$ cat src/rtl/slicer_pkg.sv
// Shared definitions for the slicer calibration controller: state encoding,
// data width, default threshold and a small saturating-increment helper.
package slicer_pkg;

  localparam int DW = 8;
  localparam logic [DW-1:0] DEF_MID = 8'd122;

  typedef enum logic [1:0] {
    ST_IDLE = 2'd0,
    ST_ACQ  = 2'd1,
    ST_LOCK = 2'd2,
    ST_HOLD = 2'd3
  } state_t;

  function automatic logic [1:0] sat_inc2(input logic [1:0] v);
    return (v == 2'd3) ? v : v + 2'd1;
  endfunction

endpackage

$ cat src/rtl/sys_edge_sync.sv
// Brings the asynchronous sys input into clk, emits one-cycle edge strobes
// and tracks how long it has been since the last edge.
module sys_edge_sync #(
  parameter int unsigned LOST_CYCLES = 1_000_000
) (
  input  logic clk,
  input  logic rst_n,
  input  logic sys,
  output logic en0,
  output logic en1,
  output logic sys_lost,
  output logic lost_rise
);

  localparam int TW = $clog2(LOST_CYCLES + 1);
  localparam logic [TW-1:0] TMR_MAX = TW'(LOST_CYCLES);

  logic s1_q, s1_d;
  logic s2_q, s2_d;
  logic hist_q, hist_d;
  logic en0_q, en0_d;
  logic en1_q, en1_d;
  logic lost_q, lost_d;
  logic rise_q, rise_d;
  logic [TW-1:0] tmr_q, tmr_d;

  always_comb begin
    s1_d   = sys;
    s2_d   = s1_q;
    hist_d = s2_q;
    en0_d  = hist_q & ~s2_q;
    en1_d  = ~hist_q & s2_q;
    tmr_d  = tmr_q;
    lost_d = lost_q;
    rise_d = 1'b0;
    // An edge always beats expiry; the timer parks at its limit once lost.
    if (en0_q | en1_q) begin
      tmr_d  = '0;
      lost_d = 1'b0;
    end else if (tmr_q != TMR_MAX) begin
      tmr_d = tmr_q + 1'b1;
      if (tmr_d == TMR_MAX) begin
        lost_d = 1'b1;
        rise_d = ~lost_q;
      end
    end
  end

  always_ff @(posedge clk or negedge rst_n) begin
    if (!rst_n) begin
      s1_q   <= 1'b0;
      s2_q   <= 1'b0;
      hist_q <= 1'b0;
      en0_q  <= 1'b0;
      en1_q  <= 1'b0;
      lost_q <= 1'b0;
      rise_q <= 1'b0;
      tmr_q  <= '0;
    end else begin
      s1_q   <= s1_d;
      s2_q   <= s2_d;
      hist_q <= hist_d;
      en0_q  <= en0_d;
      en1_q  <= en1_d;
      lost_q <= lost_d;
      rise_q <= rise_d;
      tmr_q  <= tmr_d;
    end
  end

  assign en0       = en0_q;
  assign en1       = en1_q;
  assign sys_lost  = lost_q;
  assign lost_rise = rise_q;

endmodule

$ cat src/rtl/slicer_cal_ctrl.sv
// Sequencing/calibration controller for the max/min threshold tracker:
// publish window, window qualification, acquire/lock FSM and threshold register.
module slicer_cal_ctrl
  import slicer_pkg::*;
#(
  parameter int unsigned   WIN_CYCLES  = 5_000_000,
  parameter int unsigned   LOST_CYCLES = 1_000_000,
  parameter int unsigned   LOCK_WINS   = 3,
  parameter logic [DW-1:0] MIN_DIFF    = 8'd16
) (
  input  logic          clk,
  input  logic          rst_n,
  input  logic          sys,
  input  logic [DW-1:0] up,
  input  logic [DW-1:0] down,
  input  logic [DW-1:0] mid,
  input  logic [DW-1:0] diff,
  output logic          en0,
  output logic          en1,
  output logic          update,
  output logic          tracker_clr,
  output logic [DW-1:0] thr_out,
  output logic          locked,
  output logic          sys_lost,
  output logic [1:0]    state
);

  localparam int CW = $clog2(WIN_CYCLES);
  localparam int GW = $clog2(LOCK_WINS + 1);
  localparam logic [CW-1:0] CNT_LAST = CW'(WIN_CYCLES - 1);
  localparam logic [GW-1:0] GC_LOCK  = GW'(LOCK_WINS);

  logic lost_rise;
  logic edge_any;
  logic good;
  logic upd;

  state_t        state_q, state_d;
  logic [CW-1:0] cnt_q, cnt_d;
  logic          eval_q, eval_d;
  logic [1:0]    edges_q, edges_d;
  logic [GW-1:0] gc_q, gc_d, gc_inc;
  logic          clr_q, clr_d;
  logic [DW-1:0] thr_q, thr_d;

  sys_edge_sync #(
    .LOST_CYCLES(LOST_CYCLES)
  ) u_sync (
    .clk      (clk),
    .rst_n    (rst_n),
    .sys      (sys),
    .en0      (en0),
    .en1      (en1),
    .sys_lost (sys_lost),
    .lost_rise(lost_rise)
  );

  assign edge_any = en0 | en1;

  // Window bookkeeping; eval trails update by one cycle so the tracker's
  // freshly registered values are what gets qualified.
  always_comb begin
    upd     = (cnt_q == CNT_LAST) && !clr_q;
    cnt_d   = (clr_q || cnt_q == CNT_LAST) ? '0 : cnt_q + 1'b1;
    eval_d  = upd;
    edges_d = edge_any ? sat_inc2(edges_q) : edges_q;
    if (clr_q || eval_q) begin
      edges_d = '0;
    end
    good = (edges_q >= 2'd2) && (up > down) && (diff >= MIN_DIFF);
  end

  always_comb begin
    state_d = state_q;
    clr_d   = 1'b0;
    thr_d   = thr_q;
    gc_d    = gc_q;
    gc_inc  = (gc_q >= GC_LOCK) ? gc_q : gc_q + 1'b1;
    if (lost_rise && state_q != ST_IDLE) begin
      state_d = ST_ACQ;
      clr_d   = 1'b1;
      gc_d    = '0;
      thr_d   = DEF_MID;
    end else begin
      case (state_q)
        ST_IDLE: begin
          state_d = ST_ACQ;
          clr_d   = 1'b1;
          gc_d    = '0;
          thr_d   = DEF_MID;
        end
        ST_ACQ: begin
          if (eval_q) begin
            if (good) begin
              gc_d = gc_inc;
              if (gc_inc == GC_LOCK) begin
                state_d = ST_LOCK;
                thr_d   = mid;
              end
            end else begin
              gc_d = '0;
            end
          end
        end
        ST_LOCK: begin
          if (eval_q) begin
            if (good) begin
              thr_d = mid;
            end else begin
              state_d = ST_HOLD;
            end
          end
        end
        ST_HOLD: begin
          if (eval_q) begin
            if (good) begin
              state_d = ST_LOCK;
              thr_d   = mid;
            end else begin
              state_d = ST_ACQ;
              clr_d   = 1'b1;
              gc_d    = '0;
              thr_d   = DEF_MID;
            end
          end
        end
        default: state_d = ST_IDLE;
      endcase
    end
  end

  always_ff @(posedge clk or negedge rst_n) begin
    if (!rst_n) begin
      state_q <= ST_IDLE;
      cnt_q   <= '0;
      eval_q  <= 1'b0;
      edges_q <= '0;
      gc_q    <= '0;
      clr_q   <= 1'b0;
      thr_q   <= DEF_MID;
    end else begin
      state_q <= state_d;
      cnt_q   <= cnt_d;
      eval_q  <= eval_d;
      edges_q <= edges_d;
      gc_q    <= gc_d;
      clr_q   <= clr_d;
      thr_q   <= thr_d;
    end
  end

  assign update      = upd;
  assign tracker_clr = clr_q;
  assign thr_out     = thr_q;
  assign locked      = (state_q == ST_LOCK);
  assign state       = state_q;

endmodule

$ cat config.mk
export PLATFORM = sky130hd
export DESIGN_NAME = slicer_cal_ctrl
export DESIGN_NICKNAME = d
export VERILOG_FILES = /design/src/rtl/slicer_pkg.sv /design/src/rtl/sys_edge_sync.sv /design/src/rtl/slicer_cal_ctrl.sv
export SDC_FILE = /design/constraint.sdc
export NUM_CORES = 1
export LEC_CHECK = 0
export ABC_CLOCK_PERIOD_IN_PS = 5800
export CAP_MARGIN = 20
export CELL_PAD_IN_SITES_DETAIL_PLACEMENT = 0
export CELL_PAD_IN_SITES_GLOBAL_PLACEMENT = 1
export CORE_UTILIZATION = 38
export DETAILED_ROUTE_END_ITERATION = 7
export HOLD_SLACK_MARGIN = 0.1
export MAX_ROUTING_LAYER = met4
export PLACE_DENSITY_LB_ADDON = 0.2
export SYNTH_ARGS = -nofsm -noshare
export SYNTH_HDL_FRONTEND = slang
export SYNTH_SLANG_ARGS = --single-unit
$ cat constraint.sdc
create_clock -name clk -period 5.8 [get_ports clk]
set_input_delay 1.45 -clock clk [delete_from_list [all_inputs] [get_ports clk]]
set_output_delay 1.45 -clock clk [all_outputs]
set_load 0.02 [all_outputs]
==> impl_metrics.env <==
export IMPL_syn_area_per_cell_sq_um=9.23
export IMPL_timing_final_crit_share_pct=71.1
export IMPL_design_area_sq_um=4550
export IMPL_fin_setup_tns_ns=0
export IMPL_synthesis_nets=467
export IMPL_grt_first_pass_wirelength_mm=13.6
export IMPL_grt_setup_unrepaired="false"
export IMPL_postRouteAntennaNets=0
export IMPL_yosys_area_top_type="dfrtp_1"
export IMPL_totalWireLength_mm=8.11
export IMPL_antenna_found_initial=0
export IMPL_ir_drop_v=0.000111
export IMPL_cp_slowest_cell="or4b_2"
export IMPL_fmax_ghz=0.243
export IMPL_setup_viol=0
export IMPL_drive_gt1_share_pct=7.83
export IMPL_synth_edf_count=0
export IMPL_clockPowerShare_pct=38.1
export IMPL_grt_pass1_vias=2959
export IMPL_cts_root_buf="clkbuf_8"
export IMPL_startpoint_type="flop"
export IMPL_p_sw_uw=244
export IMPL_fin_ws_ns=1.68
export IMPL_critPathRequiredTime_ns=4.35
export IMPL_start_util_pct=39.1
export IMPL_p_leak_uw=0.00190
export IMPL_holdCritPathClass="reg2reg"
export IMPL_antenna_cells=0
export IMPL_relSlewSlack_pct=40.6
export IMPL_die_h_microns=102
export IMPL_layout_common_cells="61 x dfrtp_1, 57 x nor2_1, 45 x clkdlybuf4s50_1"
export IMPL_hpwl_mm=5.73
export IMPL_crit_arrival_ns=2.67
export IMPL_hp_start="u_sync.s1_q$_DFF_PN0_"
export IMPL_synth_seq_area_share_pct=43.4
export IMPL_netlist_area_sq_um=3820
export IMPL_cp_end_kind="primary output"
export IMPL_finalHoldViolations=0
export IMPL_rows=36
export IMPL_fin_crit_ns=4.12
export IMPL_worstSetupPathType="reg2out"
export IMPL_yosys_register_bits=66
export IMPL_p_comb_share_pct=11.6
export IMPL_crit_buf_inv=1
export IMPL_die_area_sq_um=10500
export IMPL_cp_slowest_stage_delay_ns=0.70
export IMPL_cts_buffers=9
export IMPL_io_pins=51
export IMPL_final_common_cell="dfrtp_1"
export IMPL_dr_pass1_iters=4
export IMPL_cts_tree="built"
export IMPL_drtIter0Drc=122
export IMPL_regToRegSetupSlack_ns=3.16
export IMPL_yosysWarnings=0
export IMPL_dpl_cell_area_sq_um=4370
export IMPL_clkLatencyLatePin_ns=0.34
export IMPL_vias=3016
export IMPL_routedWlPerCell_microns=13.7
export IMPL_path_cells="or4b_2 > nor4_1 > nor2b_1 > clkdlybuf4s50_1"
export IMPL_cpLargestDelayFamily="simple AND/OR/NAND/NOR gates"
export IMPL_nets=508
export IMPL_p_per_area_nw_per_um2=213
export IMPL_ctsHoldBuffers=0
export IMPL_clock_sinks=66
export IMPL_avgViaCountPerCell=5.09
export IMPL_overflow=0
export IMPL_outcome="complete, no violations"
export IMPL_place_ws_ns=1.62
export IMPL_portBuffers=46
export IMPL_syn2layout_area_growth_pct=19.1
export IMPL_cts_resized=0
export IMPL_reg2reg_from="u_sync.tmr_q[1]$_DFFE_PN0P_"
export IMPL_ys_top_cells_by_area="dfrtp_1 40%, ha_1 5.9%, nor2_1 5.6%"
export IMPL_ys_types=57
export IMPL_cts_setup_buffers=0
export IMPL_p_sw_share_pct=25.2
export IMPL_synth_cells=414
export IMPL_grt_max_degree=67
export IMPL_path_max_fanout=4
export IMPL_remaining_drc_errors=0
export IMPL_clock_skew_final_ns=0.00995
export IMPL_drv_cap=0
export IMPL_cts_buffer_depth=2
export IMPL_worstMarginPinSlew_ns=0.885
export IMPL_seqPwrFrac_pct=50.3
export IMPL_synthArstFlopShare_pct=100
export IMPL_gp_congestion=0.800
export IMPL_grt_use_total_pct=17.2
export IMPL_clkTransAtPathRegs_ns=0.07
export IMPL_coreArea_sq_um=9770
export IMPL_h_tree_depth=3
export IMPL_die_w_microns=102
export IMPL_intPower_uw=725
export IMPL_synth_top_area_share_pct=39.9
export IMPL_synth_ff_type="dfrtp_1"
export IMPL_startpoint="cnt_q[20]$_DFF_PN0_"
export IMPL_final_max_slew_viol_count=0
==> through the flow <==
step           util, %  hold WS [ns]  total power [uW]  cells
2_1_floorplan        -         0.331               561    414
3_3_place_gp      44.7         0.338               606    577
3_5_place_dp      44.7         0.338               609    577
4_1_cts           46.6         0.360               989    593
5_1_grt           46.6         0.371              1020    593
6_report          46.6         0.357               969    593
==> metal layers <==
layer	share of wire, %	global-route usage (%)	up-vias
met5	0	-	-
met1	51	23.2	1431
li1	-	-	1528
met3	3.7	2.94	8
met4	1.5	6.92	0
met2	44	25.6	49
==> power by group through the flow <==
stage / Clock [uW] / Combinational (uW) / Sequential [uW]
global placement: 0 / 110 / 496
global route: 404 / 131 / 489
floorplan: 0 / 69.0 / 492
CTS: 387 / 114 / 487
detailed placement: 0 / 113 / 496
finish: 369 / 112 / 488
==> path summary, 6_finish.rpt <==
path                                                     end  depth (start not counted)
worst max-delay path                                  update                          4
worst min-delay path                 u_sync.hist_d$_DFF_PN0_                          0
worst max register to register    u_sync.lost_rise$_DFF_PN0_                          7
worst min register to register       u_sync.hist_d$_DFF_PN0_                          0
max in group asynchronous       u_sync.tmr_q[17]$_DFFE_PN0P_                          2
min in group asynchronous        u_sync.tmr_q[5]$_DFFE_PN0P_                          2
==> final cells by class <==
class | count | area [sq um]
fillers | 980 | 5220
multi-input cells | 309 | 2000
flip-flops and latches | 66 | 1660
repair buffers | 47 | 463
well taps | 133 | 166
clock buffers | 13 | 139
inverters | 22 | 82.6
clock inverters | 3 | 42.5
==> Yosys cell counts (all sizes together), types with 2 or more instances <==
master   count
a2111oi      4
a21oi       17
a2bb2oi      6
and2         7
and3         7
and4         4
buf          7
clkbuf      10
dfrtp       61
dfstp        5
ha          18
inv         22
mux2i        7
nand2       33
nand2b       3
nand3       17
nand4        9
nor2        57
nor2b        5
nor3        15
nor4         8
nor4b        2
o2111ai      3
o211ai       2
o21ai       21
o32ai        2
or2          3
or3          7
or4          3
xnor2       16
xor2        22
==> cells by family (layout without fill, tap and decap cells) <==
| family | count (synthesis) | in the layout | synth area share [%] |
|---|---|---|---|
| muxes | 8 | 8 | 2.13 |
| adders and majority gates | 18 | 18 | 5.89 |
| AOI/OAI and AO/OA | 63 | 63 | 10.9 |
| xor gates and xnor gates | 38 | 38 | 8.71 |
| and+or+nand+nor | 182 | 182 | 24.7 |
| DFF | 66 | 66 | 43.4 |
| buffers and inverters | 39 | 85 | 4.22 |
==> state kept, by name (all words and copies together) (netlist names) <==
name and cells:
u_sync.tmr_q 20, thr_out 8, u_sync.hist_q 1, eval_q 1, cnt_q 23, gc_q 2
u_sync.en0 1, tracker_clr 1, state 2, u_sync.hist_d 1, u_sync.lost_rise 1, u_sync.sys_lost 1
edges_q 2, u_sync.en1 1, u_sync.s1_q 1
Power figures use the tool's default switching activity.
